<file path="src/rtl/mopshub_selftest_pkg.sv">
// Shared types and defaults for the MOPSHUB self-test sequencer.
package mopshub_selftest_pkg;

    typedef logic [3:0] state_t;

    localparam state_t ST_IDLE    = 4'd0;
    localparam state_t ST_SELECT  = 4'd1;
    localparam state_t ST_RX_RUN  = 4'd2;
    localparam state_t ST_ENDWAIT = 4'd3;
    localparam state_t ST_GAP     = 4'd4;
    localparam state_t ST_TX_RUN  = 4'd5;
    localparam state_t ST_ADV_RUN = 4'd6;
    localparam state_t ST_NEXT    = 4'd7;
    localparam state_t ST_DONE    = 4'd8;

    typedef enum logic [1:0] {
        MODE_RX   = 2'd0,
        MODE_TX   = 2'd1,
        MODE_RXTX = 2'd2,
        MODE_ADV  = 2'd3
    } mode_t;

    localparam int unsigned GAP_CYCLES_DEF     = 120;
    localparam int unsigned TIMEOUT_CYCLES_DEF = 65535;

endpackage

</file>
<file path="src/rtl/mopshub_selftest_seq_if.sv">
// Request/end-strobe handshake between the sequencer and the bus test engines.
interface mopshub_selftest_seq_if;
    logic test_rx;
    logic test_rx_end;
    logic test_tx;
    logic test_tx_end;
    logic test_adv;
    logic test_adv_end;
    logic endwait_all;

    modport master (
        output test_rx, test_tx, test_adv, endwait_all,
        input  test_rx_end, test_tx_end, test_adv_end
    );

    modport slave (
        input  test_rx, test_tx, test_adv, endwait_all,
        output test_rx_end, test_tx_end, test_adv_end
    );
endinterface

</file>
<file path="src/rtl/selftest_phase_timer.sv">
// Loadable down-counter; expire_c is high while the count sits at zero.
module selftest_phase_timer #(
    parameter int unsigned W = 16
) (
    input  logic         clk,
    input  logic         rst,
    input  logic         load,
    input  logic [W-1:0] load_val,
    output logic         expire_c
);

    logic [W-1:0] cnt;

    always_ff @(posedge clk) begin
        if (rst)
            cnt <= '0;
        else if (load)
            cnt <= load_val;
        else if (cnt != '0)
            cnt <= cnt - W'(1);
    end

    assign expire_c = (cnt == '0);

endmodule

</file>
<file path="src/rtl/mopshub_selftest_seq.sv">
// Self-test sequencer: sweeps the CAN bus array and runs RX/TX/advanced test
// phases against the bus engines with masking, gap, timeouts and bookkeeping.
module mopshub_selftest_seq
    import mopshub_selftest_pkg::*;
#(
    parameter int unsigned N_BUSES        = 32,
    parameter int unsigned BUS_W          = $clog2(N_BUSES),
    parameter int unsigned GAP_CYCLES     = GAP_CYCLES_DEF,
    parameter int unsigned TIMEOUT_CYCLES = TIMEOUT_CYCLES_DEF,
    parameter int unsigned CNT_W          = 16
) (
    input  logic               clk,
    input  logic               rst,
    input  logic               start,
    input  logic               abort,
    input  logic [1:0]         mode,
    input  logic [BUS_W-1:0]   n_buses,
    input  logic [N_BUSES-1:0] bus_mask,
    input  logic               loop_en,
    mopshub_selftest_seq_if.master eng,
    output logic [BUS_W-1:0]   bus_id,
    output logic               busy,
    output logic               done,
    output logic               err_timeout,
    output logic [N_BUSES-1:0] fail_mask,
    output logic [CNT_W-1:0]   pass_cnt,
    output logic [CNT_W-1:0]   fail_cnt
);

    localparam int unsigned TMR_MAX = (GAP_CYCLES > TIMEOUT_CYCLES) ? GAP_CYCLES : TIMEOUT_CYCLES;
    localparam int unsigned TMR_W   = $clog2(TMR_MAX + 1);

    state_t             state, state_d;
    logic [BUS_W-1:0]   idx_d;
    mode_t              mode_q, mode_d;
    logic [BUS_W-1:0]   last_q, last_d;
    logic [N_BUSES-1:0] mask_q, mask_d;
    logic [N_BUSES-1:0] fmask_d;
    logic [CNT_W-1:0]   pass_d, fail_d;
    logic               err_d;
    logic               tmr_load;
    logic [TMR_W-1:0]   tmr_val;
    logic               tmr_expire_c;

    // Timer reloads on every state change: gap length in GAP, timeout otherwise.
    selftest_phase_timer #(.W(TMR_W)) u_timer (
        .clk      (clk),
        .rst      (rst),
        .load     (tmr_load),
        .load_val (tmr_val),
        .expire_c (tmr_expire_c)
    );

    assign tmr_load = (state_d != state);
    assign tmr_val  = (state_d == ST_GAP) ? TMR_W'(GAP_CYCLES - 1)
                                          : TMR_W'(TIMEOUT_CYCLES - 2);

    always_comb begin
        state_d = state;
        idx_d   = bus_id;
        mode_d  = mode_q;
        last_d  = last_q;
        mask_d  = mask_q;
        fmask_d = fail_mask;
        pass_d  = pass_cnt;
        fail_d  = fail_cnt;
        err_d   = 1'b0;

        if (abort) begin
            state_d = ST_IDLE;
        end else begin
            case (state)
                ST_IDLE: begin
                    if (start) begin
                        mode_d  = mode_t'(mode);
                        last_d  = (32'(n_buses) > N_BUSES - 1) ? BUS_W'(N_BUSES - 1) : n_buses;
                        mask_d  = bus_mask;
                        fmask_d = '0;
                        pass_d  = '0;
                        fail_d  = '0;
                        idx_d   = '0;
                        state_d = ST_SELECT;
                    end
                end
                ST_SELECT: begin
                    if (mask_q[bus_id]) begin
                        state_d = ST_NEXT;
                    end else begin
                        case (mode_q)
                            MODE_TX:  state_d = ST_TX_RUN;
                            MODE_ADV: state_d = ST_ADV_RUN;
                            default:  state_d = ST_RX_RUN;
                        endcase
                    end
                end
                ST_RX_RUN: begin
                    if (eng.test_rx_end) begin
                        state_d = ST_ENDWAIT;
                    end else if (tmr_expire_c) begin
                        fmask_d[bus_id] = 1'b1;
                        err_d           = 1'b1;
                        state_d         = ST_NEXT;
                    end
                end
                ST_ENDWAIT: begin
                    state_d = (mode_q == MODE_RXTX) ? ST_GAP : ST_NEXT;
                end
                ST_GAP: begin
                    if (tmr_expire_c)
                        state_d = ST_TX_RUN;
                end
                ST_TX_RUN, ST_ADV_RUN: begin
                    if ((state == ST_TX_RUN) ? eng.test_tx_end : eng.test_adv_end) begin
                        state_d = ST_NEXT;
                    end else if (tmr_expire_c) begin
                        fmask_d[bus_id] = 1'b1;
                        err_d           = 1'b1;
                        state_d         = ST_NEXT;
                    end
                end
                ST_NEXT: begin
                    // Masked buses are visited but not counted.
                    if (!mask_q[bus_id]) begin
                        if (!fail_mask[bus_id]) begin
                            if (pass_cnt != {CNT_W{1'b1}})
                                pass_d = pass_cnt + CNT_W'(1);
                        end else begin
                            if (fail_cnt != {CNT_W{1'b1}})
                                fail_d = fail_cnt + CNT_W'(1);
                        end
                    end
                    if (bus_id < last_q) begin
                        idx_d   = bus_id + BUS_W'(1);
                        state_d = ST_SELECT;
                    end else if (loop_en) begin
                        idx_d   = '0;
                        state_d = ST_SELECT;
                    end else begin
                        state_d = ST_DONE;
                    end
                end
                ST_DONE: begin
                    state_d = ST_IDLE;
                end
                default: begin
                    state_d = ST_IDLE;
                end
            endcase
        end
    end

    // Outputs are registered from the next state so they align with state entry.
    always_ff @(posedge clk) begin
        if (rst) begin
            state           <= ST_IDLE;
            bus_id          <= '0;
            mode_q          <= MODE_RX;
            last_q          <= '0;
            mask_q          <= '0;
            fail_mask       <= '0;
            pass_cnt        <= '0;
            fail_cnt        <= '0;
            err_timeout     <= 1'b0;
            done            <= 1'b0;
            busy            <= 1'b0;
            eng.test_rx     <= 1'b0;
            eng.test_tx     <= 1'b0;
            eng.test_adv    <= 1'b0;
            eng.endwait_all <= 1'b0;
        end else begin
            state           <= state_d;
            bus_id          <= idx_d;
            mode_q          <= mode_d;
            last_q          <= last_d;
            mask_q          <= mask_d;
            fail_mask       <= fmask_d;
            pass_cnt        <= pass_d;
            fail_cnt        <= fail_d;
            err_timeout     <= err_d;
            done            <= (state_d == ST_DONE);
            busy            <= (state_d != ST_IDLE) && (state_d != ST_DONE);
            eng.test_rx     <= (state_d == ST_RX_RUN);
            eng.test_tx     <= (state_d == ST_TX_RUN);
            eng.test_adv    <= (state_d == ST_ADV_RUN);
            eng.endwait_all <= (state_d == ST_ENDWAIT);
        end
    end

endmodule

</file>
<file path="src/flat_wrapper.sv">
// flat-port wrapper written by rule: the top's interface ports become plain ports
module mopshub_selftest_seq_flat import mopshub_selftest_pkg::*;
#(
    parameter int unsigned N_BUSES        = 32,
    parameter int unsigned BUS_W          = $clog2(N_BUSES),
    parameter int unsigned GAP_CYCLES     = GAP_CYCLES_DEF,
    parameter int unsigned TIMEOUT_CYCLES = TIMEOUT_CYCLES_DEF,
    parameter int unsigned CNT_W          = 16
)
  (clk, rst, start, abort, mode, n_buses, bus_mask, loop_en, bus_id, busy, done, err_timeout, fail_mask, pass_cnt, fail_cnt, eng_test_rx, eng_test_tx, eng_test_adv, eng_endwait_all, eng_test_rx_end, eng_test_tx_end, eng_test_adv_end);
  mopshub_selftest_seq_if eng_i ();
  input  logic clk;
  input  logic rst;
  input  logic start;
  input  logic abort;
  input  logic [1:0] mode;
  input  logic [BUS_W-1:0] n_buses;
  input  logic [N_BUSES-1:0] bus_mask;
  input  logic loop_en;
  output logic [BUS_W-1:0] bus_id;
  output logic busy;
  output logic done;
  output logic err_timeout;
  output logic [N_BUSES-1:0] fail_mask;
  output logic [CNT_W-1:0] pass_cnt;
  output logic [CNT_W-1:0] fail_cnt;
  output wire logic [$bits(eng_i.test_rx)-1:0] eng_test_rx;
  output wire logic [$bits(eng_i.test_tx)-1:0] eng_test_tx;
  output wire logic [$bits(eng_i.test_adv)-1:0] eng_test_adv;
  output wire logic [$bits(eng_i.endwait_all)-1:0] eng_endwait_all;
  input wire logic [$bits(eng_i.test_rx_end)-1:0] eng_test_rx_end;
  input wire logic [$bits(eng_i.test_tx_end)-1:0] eng_test_tx_end;
  input wire logic [$bits(eng_i.test_adv_end)-1:0] eng_test_adv_end;
  assign eng_test_rx = eng_i.test_rx;
  assign eng_test_tx = eng_i.test_tx;
  assign eng_test_adv = eng_i.test_adv;
  assign eng_endwait_all = eng_i.endwait_all;
  assign eng_i.test_rx_end = eng_test_rx_end;
  assign eng_i.test_tx_end = eng_test_tx_end;
  assign eng_i.test_adv_end = eng_test_adv_end;
  mopshub_selftest_seq #(.N_BUSES(N_BUSES), .BUS_W(BUS_W), .GAP_CYCLES(GAP_CYCLES), .TIMEOUT_CYCLES(TIMEOUT_CYCLES), .CNT_W(CNT_W)) u_core (.clk(clk), .rst(rst), .start(start), .abort(abort), .mode(mode), .n_buses(n_buses), .bus_mask(bus_mask), .loop_en(loop_en), .eng(eng_i), .bus_id(bus_id), .busy(busy), .done(done), .err_timeout(err_timeout), .fail_mask(fail_mask), .pass_cnt(pass_cnt), .fail_cnt(fail_cnt));
endmodule
</file>
<file path="config.mk">
export PLATFORM = sky130hd
export DESIGN_NAME = mopshub_selftest_seq_flat
export DESIGN_NICKNAME = d
export VERILOG_FILES = /design/src/rtl/mopshub_selftest_pkg.sv /design/src/rtl/mopshub_selftest_seq_if.sv /design/src/rtl/selftest_phase_timer.sv /design/src/rtl/mopshub_selftest_seq.sv /design/src/flat_wrapper.sv
export SDC_FILE = /design/constraint.sdc
export NUM_CORES = 1
export LEC_CHECK = 0
export BUFFER_PORTS_ARGS = -buffer_cell sky130_fd_sc_hd__buf_2
export CAP_MARGIN = 20
export CELL_PAD_IN_SITES_DETAIL_PLACEMENT = 1
export CELL_PAD_IN_SITES_GLOBAL_PLACEMENT = 1
export CORE_MARGIN = 5
export CORE_UTILIZATION = 38
export DETAILED_ROUTE_END_ITERATION = 8
export GPL_ROUTABILITY_DRIVEN = 0
export HOLD_SLACK_MARGIN = 0.08
export PLACE_DENSITY = 0.86
export SETUP_SLACK_MARGIN = 0.3
export SLEW_MARGIN = 20
export SYNTH_ARGS = -nofsm -noshare
export SYNTH_HDL_FRONTEND = slang
export SYNTH_SLANG_ARGS = --single-unit
</file>
<file path="constraint.sdc">
create_clock -name clk -period 4.7 [get_ports clk]
set_clock_uncertainty 0.1 [all_clocks]
set_input_delay 0 -clock clk [delete_from_list [all_inputs] [get_ports clk]]
set_output_delay 0 -clock clk [all_outputs]
set_load 0.1 [all_outputs]
</file>
==> impl_results.md <==
- Syn Std Cell Area: 6530 um^2
- RSZ-0062 raised after global routing: no
- PortBufs: between 100 and 150
- Core Region: 17,100 um^2
- DR vias: ~6,500
- Starting density of the core: 0.383
- Post-synth top area share: 0.414
- Max-slew violations: 0
- Most frequent cell after synthesis: dfxtp_1
- Post-route clock period utilization: 0.768
- GRT Overall Usage: 0.222
- Clk pin slew, worst setup/hold paths: ~0.06 ns
- Placement Cell Area: 7250 um^2
- Site Rows: 48
- HPWL Detailed: ~14 mm
- DR pass1 iterations: 4
- Sink Count: 135
- Slew @ Worst Pin: slightly above 1 ns
- H-tree depth: 4
- Critical path type: reg -> reg
- P_leak: 3.21 nW
- Hold_ws: 0.166 ns
- Vias in the first global route: 6,789
- Syn Area/Cell: 8.14 um^2
- Avg Vias per Cell: 5.50
- Yosys cell types: 65
- Final period demand of the worst path: 3.61 ns
- Top post-synthesis cells by count: dfxtp_1, a21oi_1, nand2_1
- Clk root buf: clkbuf_16
- Grt ovf: 0
- Post-route ant nets: 0
- First-pass GRT wire length: about 36 mm
- Number of flops mapped to enable cells by yosys: 0
- Avg WL per Cell: between 15 and 20 um
- Pwr per Cell Area: 356 nW/um^2
- Power Total: between 0.002 and 0.003 W
- Initial antenna violation count: 0
- Seq cells post-synth: between 100 and 150
- Synthesized netlist cell count: around 800
- Total Wirelength: 21.8 mm
- Final setup vio count: 0
- DIE AREA: about 20,000 um^2
- Slew margin rel.: 0.312
- Achievable clock frequency: ~0.28 GHz
- VDD IR max: 0.264 mV
- Number of max-cap violations: 0
- Worst skew pair latency: 0.43 ns
- Seq/Total Area, Yosys: 0.414
- TritonCTS clock tree: yes
- Worst min path class: in -> reg
- Outcome: complete, no violations
- Post-CTS Setup Inserts: 0
- Setup TNS: 0 ns
- Die Ht: 141 um
- Crit path max fanout: 29
- Cts bufs inserted: 17
- Die W: 141 um
- Largest cells by area after synthesis: dfxtp_1, a21oi_1, nand2_1
- Asr flop ratio synth: 0
- DRC: 0
- Worst Setup End Kind: flip-flop
- CP required: between 4 and 5 ns
- Area Growth Syn to Fin: 27.1%
- Final hold vios: 0
- Bufs on Longest Clock Path: 2
- Syn nets: 861
- Largest net degree at the start of global routing: 52
- Synth warn: 0
- Initial DRC Count: 450
- Worst path arrival time: approximately 3.8 ns
- Cell taking the most area after synthesis: dfxtp_1
- Design area: around 8300 um^2
- Main flop type after synthesis: dfxtp_1
- Type of element launching the critical path: flip-flop
- I/O pins: about 120
- Layout cells sized above 1: 0.187
- Nets: 1,002
## per-layer routing
layer	global-route usage	wire length [um]
met1	0.264	9110
met2	0.395	11300
met3	0.0475	939
met4	0.0760	401
met5	0	0
## layout make-up
class	count	area [um^2]
flip-flops and latches	135	2700
clock buffers	18	429
well taps	225	282
fillers	2034	8750
diodes	1	2.50
repair buffers	172	1100
inverters	19	71.3
clock inverters	14	176
multi-input cells	599	3540
## state kept, by name, summed over array words and instances (netlist names)
name                    flops
u_core.busy                 1
u_core.mask_q              32
u_core.u_timer.cnt         16
u_core.err_timeout          1
u_core.done                 1
u_core.eng.test_adv         1
u_core.eng.test_rx          1
u_core.fail_cnt            16
u_core.eng.test_tx          1
u_core.last_q               5
u_core.mode_q               2
u_core.pass_cnt            16
u_core.eng.endwait_all      1
u_core.bus_id               5
u_core.state                4
u_core.fail_mask           32
## through the flow
step | instances | util | setup slack [ns]
after global placement | 1106 | 0.425 | 1.23
after detailed placement | 1106 | 0.425 | 1.15
after floorplan | 803 | - | 1.27
after CTS | 1182 | 0.487 | 1.13
final | 1183 | 0.487 | 1.09
after global routing | 1182 | 0.487 | 0.632
## cell usage in the layout, fill, tap and decap left out, drive strengths merged, types with 8 or more instances in the layout
cell	instances
a21oi	121
and3	13
buf	128
clkbuf	18
clkinv	8
dfxtp	135
dlygate4sd3	44
ha	11
inv	20
mux2i	27
nand2	117
nand2b	10
nand3	24
nand3b	9
nor2	68
nor3	14
o21ai	29
o31ai	11
or3	17
or4	19
xnor2	9
## power by group
part	leakage (nW)	total, W	internal, W	switching (W)
combinational	1.82	0.000350	0.000139	0.000211
clock	0.291	0.00137	0.000838	0.000530
sequential	1.10	0.00124	0.00119	0.0000455
## kinds of logic (layout without fill, tap and decap cells)
group                    after synthesis  after routing  share of synthesized area
other                                  0              1                          0
adder cells (fa/ha/maj)               11             11                     0.0211
AND/OR/NAND/NOR                      331            331                      0.252
buffers and inverters                 69            223                     0.0465
AO/OA/AOI/OAI                        212            212                      0.193
XOR/XNOR                              13             13                     0.0174
multiplexers                          32             32                     0.0563
flip-flops                           135            135                      0.414
## final timing paths
kind	startpoint	end	slack [ns]	depth (start not counted)
worst min register to register	u_core.mask_q[6]	u_core.mask_q[6]	0.35	2
worst max register to register	u_core.bus_id[3]	u_core.pass_cnt[10]	1.09	7
worst max-delay path	u_core.bus_id[3]	u_core.pass_cnt[10]	1.09	7
worst min-delay path	rst	u_core.mask_q[5]	0.17	2
## critical path: stages, from the launching register on
cell	delay [ns]
dfxtp_1	0.71
inv_1	0.28
nor3_1	0.69
a2111oi_2	0.23
o21ai_2	0.34
o31a_1	0.79
o21ai_0	0.20
a21oi_1	0.17
## timing repair
| action | in CTS | in global routing |
|---|---|---|
| gates resized for setup | 0 | 0 |
| hold buffers | 44 | 0 |
| endpoints found under the hold margin | 48 | 0 |
Power figures use the tool's default switching activity.
